==> src/rtl/ps2_scan_receiver.sv <==
// PS/2 keyboard receiver: 11-bit frames, E0/F0 prefix tracking, event FIFO.
// Optional ps2_clk glitch filter enabled by defining PS2_GLITCH_FILTER_EN.
module ps2_scan_receiver #(
    parameter int SYNC_STAGES    = 3,
    parameter int FIFO_DEPTH     = 4,
    parameter int TIMEOUT_CYCLES = 20000,
    parameter int FILTER_LEN     = 4
) (
    input  logic       clk,
    input  logic       rst_n,
    input  logic       ps2_clk,
    input  logic       ps2_data,
    output logic [7:0] evt_code,
    output logic       evt_ext,
    output logic       evt_break,
    output logic       evt_valid,
    input  logic       evt_ready,
    input  logic       err_clr,
    output logic       parity_err,
    output logic       frame_err,
    output logic       timeout_err,
    output logic       overflow_err
);
    localparam int AW = $clog2(FIFO_DEPTH);
    localparam int TW = $clog2(TIMEOUT_CYCLES) + 1;
    localparam logic [1:0] S_IDLE = 2'd0;
    localparam logic [1:0] S_DATA = 2'd1;
    localparam logic [1:0] S_PAR  = 2'd2;
    localparam logic [1:0] S_STOP = 2'd3;

    logic [SYNC_STAGES-1:0] r_clk_sync;
    logic [SYNC_STAGES-1:0] r_dat_sync;
    logic                   w_clk_s;
    logic                   w_dat_s;
    logic                   w_clk_f;
    logic                   r_clk_prev;
    logic                   w_fall;
    logic                   r_fall;
    logic [1:0]             r_state;
    logic [7:0]             r_shift;
    logic [2:0]             r_bit_cnt;
    logic                   r_par_ok;
    logic                   r_done;
    logic [TW-1:0]          r_to_cnt;
    logic                   w_to_hit;
    logic                   r_ext_pend;
    logic                   r_brk_pend;
    logic                   w_push;
    logic [9:0]             r_mem [FIFO_DEPTH];
    logic [AW:0]            r_wr;
    logic [AW:0]            r_rd;
    logic                   w_empty;
    logic                   w_full;
    logic                   w_pop;
    logic                   w_wr_en;
    logic                   w_par_set;
    logic                   w_frm_set;
    logic                   w_ovf_set;

    assign w_clk_s = r_clk_sync[SYNC_STAGES-1];
    assign w_dat_s = r_dat_sync[SYNC_STAGES-1];

    // Synchronise both pins; idle bus level is high
    always_ff @(posedge clk or negedge rst_n) begin
        if (!rst_n) begin
            r_clk_sync <= '1;
            r_dat_sync <= '1;
        end else begin
            r_clk_sync <= {r_clk_sync[SYNC_STAGES-2:0], ps2_clk};
            r_dat_sync <= {r_dat_sync[SYNC_STAGES-2:0], ps2_data};
        end
    end

`ifdef PS2_GLITCH_FILTER_EN
    localparam int FW = $clog2(FILTER_LEN) + 1;
    logic [FW-1:0] r_flt_cnt;
    logic          r_flt_lvl;

    assign w_clk_f = r_flt_lvl;

    // Accept a new clock level only after FILTER_LEN equal samples
    always_ff @(posedge clk or negedge rst_n) begin
        if (!rst_n) begin
            r_flt_cnt <= '0;
            r_flt_lvl <= 1'b1;
        end else if (w_clk_s == r_flt_lvl) begin
            r_flt_cnt <= '0;
        end else if (r_flt_cnt == FW'(FILTER_LEN - 1)) begin
            r_flt_cnt <= '0;
            r_flt_lvl <= w_clk_s;
        end else begin
            r_flt_cnt <= r_flt_cnt + 1'b1;
        end
    end
`else
    localparam int w_unused_filter_len = FILTER_LEN;
    assign w_clk_f = w_clk_s;
`endif

    assign w_fall = r_clk_prev & ~w_clk_f;

    // Detect the falling edge, then sample one cycle later
    always_ff @(posedge clk or negedge rst_n) begin
        if (!rst_n) begin
            r_clk_prev <= 1'b1;
            r_fall     <= 1'b0;
        end else begin
            r_clk_prev <= w_clk_f;
            r_fall     <= w_fall;
        end
    end

    assign w_to_hit = (r_state != S_IDLE)
                   && (r_to_cnt == TW'(TIMEOUT_CYCLES - 1));

    // Idle-gap counter for abandoning partial frames
    always_ff @(posedge clk or negedge rst_n) begin
        if (!rst_n) begin
            r_to_cnt <= '0;
        end else if (w_fall || r_state == S_IDLE || w_to_hit) begin
            r_to_cnt <= '0;
        end else begin
            r_to_cnt <= r_to_cnt + 1'b1;
        end
    end

    // Frame FSM: start, 8 data bits LSB first, odd parity, stop
    always_ff @(posedge clk or negedge rst_n) begin
        if (!rst_n) begin
            r_state   <= S_IDLE;
            r_shift   <= '0;
            r_bit_cnt <= '0;
            r_par_ok  <= 1'b0;
            r_done    <= 1'b0;
        end else begin
            r_done <= 1'b0;
            if (w_to_hit) begin
                r_state <= S_IDLE;
            end else if (r_fall) begin
                case (r_state)
                    S_IDLE: begin
                        if (!w_dat_s) begin
                            r_state   <= S_DATA;
                            r_bit_cnt <= '0;
                        end
                    end
                    S_DATA: begin
                        r_shift   <= {w_dat_s, r_shift[7:1]};
                        r_bit_cnt <= r_bit_cnt + 1'b1;
                        if (r_bit_cnt == 3'd7) r_state <= S_PAR;
                    end
                    S_PAR: begin
                        r_par_ok <= (^r_shift) ^ w_dat_s;
                        r_state  <= S_STOP;
                    end
                    default: begin
                        r_done  <= w_dat_s & r_par_ok;
                        r_state <= S_IDLE;
                    end
                endcase
            end
        end
    end

    assign w_push = r_done && (r_shift != 8'hE0) && (r_shift != 8'hF0);

    // Track E0/F0 prefixes for the next real scan code
    always_ff @(posedge clk or negedge rst_n) begin
        if (!rst_n) begin
            r_ext_pend <= 1'b0;
            r_brk_pend <= 1'b0;
        end else if (w_to_hit) begin
            r_ext_pend <= 1'b0;
            r_brk_pend <= 1'b0;
        end else if (r_done) begin
            if (r_shift == 8'hE0) begin
                r_ext_pend <= 1'b1;
            end else if (r_shift == 8'hF0) begin
                r_brk_pend <= 1'b1;
            end else begin
                r_ext_pend <= 1'b0;
                r_brk_pend <= 1'b0;
            end
        end
    end

    assign w_empty = (r_wr == r_rd);
    assign w_full  = (r_wr[AW] != r_rd[AW])
                  && (r_wr[AW-1:0] == r_rd[AW-1:0]);
    assign w_pop   = !w_empty && evt_ready;
    assign w_wr_en = w_push && (!w_full || w_pop);

    // Event FIFO storage and pointers
    always_ff @(posedge clk or negedge rst_n) begin
        if (!rst_n) begin
            r_wr <= '0;
            r_rd <= '0;
            for (int i = 0; i < FIFO_DEPTH; i++) r_mem[i] <= '0;
        end else begin
            if (w_wr_en) begin
                r_mem[r_wr[AW-1:0]] <= {r_shift, r_ext_pend, r_brk_pend};
                r_wr <= r_wr + 1'b1;
            end
            if (w_pop) r_rd <= r_rd + 1'b1;
        end
    end

    assign evt_valid = !w_empty;
    assign {evt_code, evt_ext, evt_break} = r_mem[r_rd[AW-1:0]];

    assign w_frm_set = r_fall && !w_to_hit
                    && ((r_state == S_IDLE && w_dat_s)
                     || (r_state == S_STOP && !w_dat_s));
    assign w_par_set = r_fall && !w_to_hit
                    && (r_state == S_STOP) && !r_par_ok;
    assign w_ovf_set = w_push && w_full && !w_pop;

    // Sticky error flags; a clear wins over a same-cycle set
    always_ff @(posedge clk or negedge rst_n) begin
        if (!rst_n) begin
            parity_err   <= 1'b0;
            frame_err    <= 1'b0;
            timeout_err  <= 1'b0;
            overflow_err <= 1'b0;
        end else if (err_clr) begin
            parity_err   <= 1'b0;
            frame_err    <= 1'b0;
            timeout_err  <= 1'b0;
            overflow_err <= 1'b0;
        end else begin
            if (w_par_set) parity_err   <= 1'b1;
            if (w_frm_set) frame_err    <= 1'b1;
            if (w_to_hit)  timeout_err  <= 1'b1;
            if (w_ovf_set) overflow_err <= 1'b1;
        end
    end
endmodule
==> config.mk <==
export PLATFORM = sky130hd
export DESIGN_NAME = ps2_scan_receiver
export DESIGN_NICKNAME = d
export VERILOG_FILES = /design/src/rtl/ps2_scan_receiver.sv
export SDC_FILE = /design/constraint.sdc
export NUM_CORES = 1
export LEC_CHECK = 0
export ABC_AREA = 1
export CAP_MARGIN = 30
export CORE_MARGIN = 4
export CORE_UTILIZATION = 50
export DETAILED_ROUTE_END_ITERATION = 8
export PLACE_DENSITY = 0.68
export SYNTH_ARGS = -nofsm -noshare
export SYNTH_HDL_FRONTEND = slang
export SYNTH_SLANG_ARGS = --single-unit
==> constraint.sdc <==
create_clock -name clk -period 3.45 [get_ports clk]
set_input_delay 0.5175 -clock clk [delete_from_list [all_inputs] [get_ports clk]]
set_output_delay 0.5175 -clock clk [all_outputs]
set_load 0.02 [all_outputs]
==> results of run 1 <==
## power by group
part | total, mW | switching [mW] | internal (mW)
sequential | 1.31 | 0.117 | 1.19
clock | 0.657 | 0.387 | 0.270
combinational | 1.22 | 0.724 | 0.492
## cell type report
| class | instances | area, um2 |
|---|---|---|
| Multi-Input combinational cell | 334 | 1770 |
| Clock buffer | 10 | 128 |
| Sequential cell | 91 | 2290 |
| Timing Repair Buffer | 22 | 233 |
| Fill cell | 772 | 3560 |
| Inverter | 49 | 184 |
| Tap cell | 105 | 131 |
| Clock inverter | 6 | 47.5 |
## path summary, 6_finish.rpt
kind	from	end	slack (ps)	cells past startpoint
setup reg to reg	r_shift[0]$_DFFE_PN0P_	r_mem[39]$_DFFE_PN0P_	1040	8
hold reg to reg	r_clk_sync[1]$_DFF_PN1_	r_clk_sync[2]$_DFF_PN1_	360	0
hold / removal	rst_n	r_mem[21]$_DFFE_PN0P_	30	1
max in group asynchronous	rst_n	r_clk_sync[1]$_DFF_PN1_	2740	2
setup / recovery	r_rd[1]$_DFFE_PN0P_	evt_code[7]	710	4
min in group clk	r_clk_sync[1]$_DFF_PN1_	r_clk_sync[2]$_DFF_PN1_	360	0
## logic make-up (layout without fill, tap and decap cells)
| kind of cell | Yosys count | after routing | synth area share |
|---|---|---|---|
| fa+ha+maj | 18 | 18 | 0.0519 |
| simple gates | 202 | 202 | 0.204 |
| xor+xnor | 12 | 12 | 0.0242 |
| flops | 91 | 91 | 0.527 |
| compound gates | 102 | 102 | 0.129 |
| buf+inv | 66 | 87 | 0.0646 |
## flip-flops by register name (all words and copies together) (netlist names), 2 cells and up
register and cells:
r_mem 40, r_wr 3, r_shift 8, r_rd 3, r_to_cnt 16, r_state 2
r_clk_sync 3, r_bit_cnt 3, r_dat_sync 3
## per-layer routing
| metal | part of all wire | global-route usage |
|---|---|---|
| met3 | 0.035 | 0.0482 |
| met5 | 0 | 0 |
| met4 | 0.014 | 0.0470 |
| met1 | 0.46 | 0.225 |
| met2 | 0.49 | 0.290 |
## critical path, stage by stage (launching register included)
cell and delay, ps:
dfrtp_1 540, inv_1 350, o21ai_0 160, o22ai_1 180, clkdlybuf4s50_1 640
## synth_stat cells
master	number	share of area
o21ai_0	71	0.082
nand2_2	3	0.0043
o22ai_1	10	0.014
o21ai_2	8	0.016
nor2_1	52	0.045
o21ai_1	1	0.0012
o21a_1	1	0.0017
nand3_2	1	0.0023
xor2_1	7	0.014
clkbuf_1	6	0.0052
nand2_1	101	0.087
nand3b_1	1	0.0017
inv_1	49	0.042
dfstp_2	7	0.042
and2_0	1	0.0014
buf_4	5	0.0086
a21oi_1	10	0.012
xnor2_1	5	0.010
nand3_1	18	0.021
dfrtp_1	84	0.48
nand4_1	4	0.0058
nor2_4	3	0.0078
nor3b_1	4	0.0069
a21boi_0	1	0.0017
nor3_1	6	0.0069
or2_2	3	0.0043
nor2_2	3	0.0043
clkbuf_2	1	0.0012
nand2_4	2	0.0052
buf_6	1	0.0026
ha_1	18	0.052
buf_2	4	0.0046
## per-stage QoR
| step | util | std cells |
|---|---|---|
| 5_1_grt | 0.574 | 617 |
| 6_report | 0.574 | 617 |
| 3_3_place_gp | 0.549 | 600 |
| 3_5_place_dp | 0.553 | 601 |
| 4_1_cts | 0.574 | 617 |
| 2_1_floorplan | - | 491 |
==> impl_metrics.tcl, run 1 <==
set metrics [dict create \
    rows 33 \
    viasPerCell 5.15 \
    area_growth_pct 10.2 \
    fin_hold_ws_ps 29.1 \
    drc_errors 0 \
    first_pass_iters 4 \
    mostFrequentLayoutCell "nand2_1" \
    max-vdd-ir-drop_v 0.000325 \
    final_cell_area_um2 4780 \
    setup_viol 0 \
    synth.distinct_cells 32 \
    grt_max_degree 73 \
    cts_inserted_buffers 9 \
    dp_slack_ps 1050 \
    cts_setup_buffers 0 \
    yosysSeqAreaShare 0.527 \
    first_global_vias 3073 \
    totalPowerFinal_mw 3.18 \
    fp.dieArea_um2 10200 \
    crit_path_end_kind "output port" \
    clock.fmax_mhz 365 \
    status "complete, no violations" \
    slew_viol_final 0 \
    hold_viol_final 0 \
    path_clk_slew_ps 100 \
    root_buffer "clkbuf_8" \
    die_x_um 101 \
    vias 3178 \
    setup_ws_ps 711 \
    cap_violations 0 \
    cp_data_arrival_time_ps 2220 \
    clock_latency_ps 360 \
    tns_ps 0 \
    start_util 0.520 \
    crit_type "reg2out" \
    finalCritPeriodShare 0.794 \
    nNetsFinal 531 \
    postPlaceCellArea_um2 4610 \
    grt_usage 0.174 \
    dp_hpwl_um 5630 \
    cts_hold_buf 0 \
    min_path_type "in2async" \
    gp_congestion 0.823 \
    critPathMaxFanout 13 \
    drtAntennaViolNets 0 \
    fin_worst_skew_ps 14.1 \
    diodes 0 \
    grt_first_pass_wirelength_um 14200 \
    drt-total-wl_um 8150 \
    post_drt_wl_per_cell_um 13.2 \
    avgSynthCellArea_um2 8.84 \
    final_layout_size_suffix_gt1_frac 0.0938 \
    top_level_ports 21 \
    antenna_found_initial 0 \
    die_h_um 101 \
    cts_resized 0 \
    drt_iter0_markers 161 \
    cts_sinks 91 \
    synth_nets 515 \
    critPathLaunchType "flip-flop" \
    netlist_area_um2 4340 \
    ys_seq_elements 91 \
    yosys_warnings 0 \
    htreeDepth 3 \
    worstMarginPinSlew_ps 785 \
    max_slew_margin 0.475 \
    cellPowerDensity_nw_per_um2 665 \
    required_ps 2930 \
    rsz0062_at_grt "false" \
    gr-total-overflow 0 \
    clk_path_buf_depth 2 \
    leakagePower_nw 2.18 \
    period_needed_ps 2740 \
    syn_inst 491 \
    cts_tree "built" \
    final_cell_mix "nand2_1, dfrtp_1, o21ai_0" \
    fp.coreArea_um2 8340 \
    io_buffers 20 \
]
Note: power is estimated with default switching activity, not from simulation.
==> inputs of run 2 (changes only) <==
--- a/config.mk
+++ b/config.mk
@@ -10,7 +10,7 @@
 export CORE_MARGIN = 4
 export CORE_UTILIZATION = 50
 export DETAILED_ROUTE_END_ITERATION = 8
-export PLACE_DENSITY = 0.68
+export PLACE_DENSITY = 0.71
 export SYNTH_ARGS = -nofsm -noshare
 export SYNTH_HDL_FRONTEND = slang
 export SYNTH_SLANG_ARGS = --single-unit
==> constraint.sdc (replaced) <==
create_clock -name clk -period 2.36 [get_ports clk]
set_input_delay 0.354 -clock clk [delete_from_list [all_inputs] [get_ports clk]]
set_output_delay 0.354 -clock clk [all_outputs]
set_load 0.02 [all_outputs]
==> impl_metrics.tcl, run 2 (synthesized netlist as in run 1, its figures left out) <==
set metrics [dict create \
    first_global_vias 3176 \
    min_path_type "reg2reg" \
    gr-total-overflow 0 \
    final_cell_mix "nand2_1, dfrtp_1, o21ai_0" \
    fp.coreArea_um2 8340 \
    vias 3236 \
    worstMarginPinSlew_ps 515 \
    fillers 727 \
    dp.cells 609 \
    postPlaceCellArea_um2 4660 \
    ff_latch_area_um2 2290 \
    start_util 0.520 \
    path_clk_slew_ps 90 \
    rsz0062_at_grt "false" \
    dp_hpwl_um 5780 \
    root_buffer "clkbuf_8" \
    multi_input_area_um2 1770 \
    cellPowerDensity_nw_per_um2 970 \
    clock.fmax_mhz 446 \
    diodes 0 \
    clk_path_buf_depth 2 \
    io_buffers 20 \
    setup_viol 0 \
    area_growth_pct 11.8 \
    slew_viol_final 0 \
    fin_worst_skew_ps 13.3 \
    grt_max_degree 53 \
    max_slew_margin 0.657 \
    grt_first_pass_wirelength_um 14400 \
    stdcell_count 626 \
    critPathLaunchType "flip-flop" \
    die_h_um 101 \
    critPathMaxFanout 12 \
    htreeDepth 3 \
    dp_slack_ps 436 \
    grt_usage 0.174 \
    first_pass_iters 4 \
    max-vdd-ir-drop_v 0.000488 \
    fp.dieArea_um2 10200 \
    clock_latency_ps 350 \
    tns_ps 0 \
    nNetsFinal 540 \
    largestRegisters "r_mem x40, r_to_cnt x16, r_shift x8" \
    cts_sinks 91 \
    cp_data_arrival_time_ps 1890 \
    crit_path_end_kind "output port" \
    cap_violations 0 \
    post_drt_wl_per_cell_um 13.1 \
    top_level_ports 21 \
    final_cell_area_um2 4850 \
    top_register "r_mem" \
    final_layout_size_suffix_gt1_frac 0.109 \
    largest_register_ffs 40 \
    rows 33 \
    drt_iter0_markers 161 \
    drtAntennaViolNets 0 \
    hold_viol_final 0 \
    die_x_um 101 \
    crit_type "reg2out" \
    leakagePower_nw 2.22 \
    viasPerCell 5.17 \
    drc_errors 0 \
    setup_ws_ps 120 \
    finalCritPeriodShare 0.949 \
    cts_setup_buffers 0 \
    status "complete, no violations" \
    drt-total-wl_um 8230 \
    required_ps 2010 \
    fin_util 0.582 \
    cts_inserted_buffers 9 \
    gp_congestion 0.837 \
    antenna_found_initial 0 \
    cts_tree "built" \
    mostFrequentLayoutCell "nand2_1" \
    period_needed_ps 2240 \
]
-- run 2: what timing repair did --
item | 4_1_cts | 5_1_grt
hold buffers | 1 | 0
endpoints found under the setup margin | 0 | 7
resized for setup | 0 | 2
endpoints found under the hold margin | 39 | 0
-- run 2: per-layer routing --
| metal | global-route usage | vias up | part of all wire |
|---|---|---|---|
| met1 | 0.227 | 1525 | 0.45 |
| met5 | 0 | - | 0 |
| li1 | - | 1635 | - |
| met2 | 0.292 | 65 | 0.49 |
| met3 | 0.0282 | 11 | 0.043 |
| met4 | 0.0654 | 0 | 0.013 |
-- run 2: path summary, 6_finish.rpt --
| kind | from | endpoint | slack [ps] | depth (start not counted) |
|---|---|---|---|---|
| max in group asynchronous | rst_n | r_clk_sync[0]$_DFF_PN1_ | 1140 | 3 |
| min | r_clk_sync[1]$_DFF_PN1_ | r_clk_sync[2]$_DFF_PN1_ | 360 | 0 |
| min reg2reg | r_clk_sync[1]$_DFF_PN1_ | r_clk_sync[2]$_DFF_PN1_ | 360 | 0 |
| max | r_rd[0]$_DFFE_PN0P_ | evt_code[5] | 120 | 5 |
| max reg2reg | r_shift[0]$_DFFE_PN0P_ | r_mem[9]$_DFFE_PN0P_ | 420 | 10 |
| min in group asynchronous | rst_n | r_mem[2]$_DFFE_PN0P_ | 510 | 2 |
-- run 2: metrics by stage --
step	hold WS [ps]	total power [mW]
detailed placement	347	3.78
finish	358	4.70
global placement	346	3.72
floorplan	58.4	3.15
CTS	360	4.75
global route	360	5.07
-- run 2: layout make-up --
cell class / instances / area share
clock buffer: 10 / 0.0263
clock inverter: 6 / 0.0103
inverter: 49 / 0.0379
multi-input combinational: 334 / 0.366
sequential: 91 / 0.471
tap: 105 / 0.0271
timing repair buffer: 31 / 0.0614
-- run 2: power by group --
group / internal, mW / switching (mW) / total [mW]
Combinational: 0.761 / 1.09 / 1.85
Sequential: 1.74 / 0.150 / 1.89
Clock: 0.397 / 0.565 / 0.962
Total: 2.90 / 1.81 / 4.70
-- run 2: worst max-delay path: stages (launching register included) --
cell and delay (ps):
dfrtp_1 410, inv_1 90, buf_4 180, nor2_1 60, o22ai_1 170, clkdlybuf4s50_1 630
==> inputs of run 3 (changes only) <==
--- a/config.mk
+++ b/config.mk
@@ -10,7 +10,7 @@
 export CORE_MARGIN = 4
 export CORE_UTILIZATION = 50
 export DETAILED_ROUTE_END_ITERATION = 8
-export PLACE_DENSITY = 0.71
+export PLACE_DENSITY = 0.69
 export SYNTH_ARGS = -nofsm -noshare
 export SYNTH_HDL_FRONTEND = slang
 export SYNTH_SLANG_ARGS = --single-unit
==> impl_metrics.tcl, run 3 (synthesized netlist as in run 1, its figures left out) <==
set metrics [dict create \
    die_x_um 101 \
    critPathLaunchType "flip-flop" \
    crit_path_cell_trace "inv_2, nand2_1, a21oi_2, nand2_1, clkdlybuf4s50_1" \
    cp.depth 5 \
    drt_iter0_markers 144 \
    wl_met1_um 3810 \
    cts_setup_buffers 0 \
    viasPerCell 5.15 \
    largest_register_ffs 40 \
    finalCritPeriodShare 0.922 \
    diodes 0 \
    path_clk_slew_ps 90 \
    clock.fmax_mhz 460 \
    critPathTopFamily "buffers and inverters" \
    min_delay_path_depth 0 \
    tns_ps 0 \
    die_h_um 101 \
    fin_worst_skew_ps 13.3 \
    pwr-share-clk 0.229 \
    fin_util 0.589 \
    io_buffers 20 \
    first_pass_iters 4 \
    met2_length_um 3880 \
    gp_congestion 0.807 \
    crit_type "reg2out" \
    route.met3.wl_um 334 \
    dp_hpwl_um 5730 \
    gr-total-overflow 0 \
    largestRegisters "r_mem x40, r_to_cnt x16, r_shift x8" \
    drc_errors 0 \
    crit_path_frequent_cell "nand2_1" \
    cp_data_arrival_time_ps 1820 \
    critPathMaxFanout 12 \
    rows 33 \
    root_buffer "clkbuf_8" \
    worst_r2r_path_depth 9 \
    setup_viol 0 \
    first_global_vias 3129 \
    nNetsFinal 540 \
    max-vdd-ir-drop_v 0.000412 \
    cp_num_buf_inv 2 \
    htreeDepth 3 \
    fp.dieArea_um2 10200 \
    slew_viol_final 0 \
    clock_latency_ps 350 \
    cts_sinks 91 \
    vias 3226 \
    area_growth_pct 13.1 \
    antenna_found_initial 0 \
    status "complete, no violations" \
    final_cell_mix "nand2_1, dfrtp_1, o21ai_0" \
    top_register "r_mem" \
    period_needed_ps 2180 \
    grt_max_degree 41 \
    cts_inserted_buffers 9 \
    grt_first_pass_wirelength_um 14300 \
    top_level_ports 21 \
    crit_path_end_kind "output port" \
    sw_frac_of_total 0.368 \
    drtAntennaViolNets 0 \
    required_ps 2010 \
    cellPowerDensity_nw_per_um2 974 \
    p_int_mw 3.02 \
    highest_layer "met4" \
    post_drt_wl_per_cell_um 12.9 \
    drt-total-wl_um 8100 \
    p_switching_mw 1.76 \
    leakagePower_nw 2.36 \
    critPathMaxStageDelay_ps 540 \
    rsz0062_at_grt "false" \
    hold_viol_final 0 \
    start_util 0.520 \
    worstMarginPinSlew_ps 473 \
    min_path_type "reg2reg" \
    fp.coreArea_um2 8340 \
    cp_slowest_cell "clkdlybuf4s50_1" \
    seq_power_share 0.400 \
    mostFrequentLayoutCell "nand2_1" \
    combPwrFrac 0.371 \
    clk_path_buf_depth 2 \
    max_slew_margin 0.684 \
    grt_usage 0.173 \
    final_layout_size_suffix_gt1_frac 0.115 \
    cts_tree "built" \
    cap_violations 0 \
]
## run 3: final cells by class
type | instances | area (um2)
multi-input combinational | 334 | 1780
fill | 752 | 3430
sequential | 91 | 2290
timing repair buffer | 31 | 317
inverter | 49 | 184
clock buffer | 11 | 151
clock inverter | 5 | 60.1
tap | 105 | 131
## run 3: final timing paths
| check | startpoint | endpoint | slack, ps |
|---|---|---|---|
| setup / recovery | r_rd[1]$_DFFE_PN0P_ | evt_valid | 180 |
| setup reg to reg | r_shift[4]$_DFFE_PN0P_ | r_mem[14]$_DFFE_PN0P_ | 470 |
| hold / removal | r_clk_sync[1]$_DFF_PN1_ | r_clk_sync[2]$_DFF_PN1_ | 360 |
| min in group asynchronous | rst_n | r_mem[12]$_DFFE_PN0P_ | 490 |
| max in group asynchronous | rst_n | r_rd[0]$_DFFE_PN0P_ | 1210 |
| hold reg to reg | r_clk_sync[1]$_DFF_PN1_ | r_clk_sync[2]$_DFF_PN1_ | 360 |
## run 3: power groups by stage
stage / Combinational [mW] / Clock, mW / Sequential, mW
2_1_floorplan: 1.26 / 0 / 1.89
3_3_place_gp: 1.77 / 0 / 1.93
3_5_place_dp: 1.81 / 0 / 1.94
4_1_cts: 1.81 / 1.12 / 1.91
5_1_grt: 2.02 / 1.19 / 1.94
6_report: 1.77 / 1.10 / 1.91
## run 3: repair_timing
item | in CTS | in global routing
endpoints found under the hold margin | 32 | 0
hold buffers | 1 | 0
setup endpoints to repair | 11 | 10
gates cloned | 0 | 0
gates resized for setup | 3 | 10
## run 3: worst reg2reg max path, stage by stage, from the launching register on
cell and delay, ps:
dfrtp_1 410, inv_1 170, ha_1 220, nand2_1 60, o21ai_1 110, inv_1 60
and2_0 240, nand3_1 140, buf_4 240, o21ai_0 120
## run 3: metal layers
metal | vias up | GRT usage
li1 | 1635 | -
met1 | 1540 | 0.225
met2 | 46 | 0.291
met3 | 5 | 0.0358
met4 | 0 | 0.0532
met5 | - | 0
## run 3: per-stage QoR
step	power [mW]	hold WS (ps)	cell area, um2	cells	worst slack (ps)
6_report	4.78	355	4910	626	185
5_1_grt	5.14	357	4910	626	44.7
4_1_cts	4.85	361	4880	626	17.6
3_5_place_dp	3.75	337	4660	609	310
3_3_place_gp	3.70	332	4660	609	365
2_1_floorplan	3.15	58.4	4340	491	765
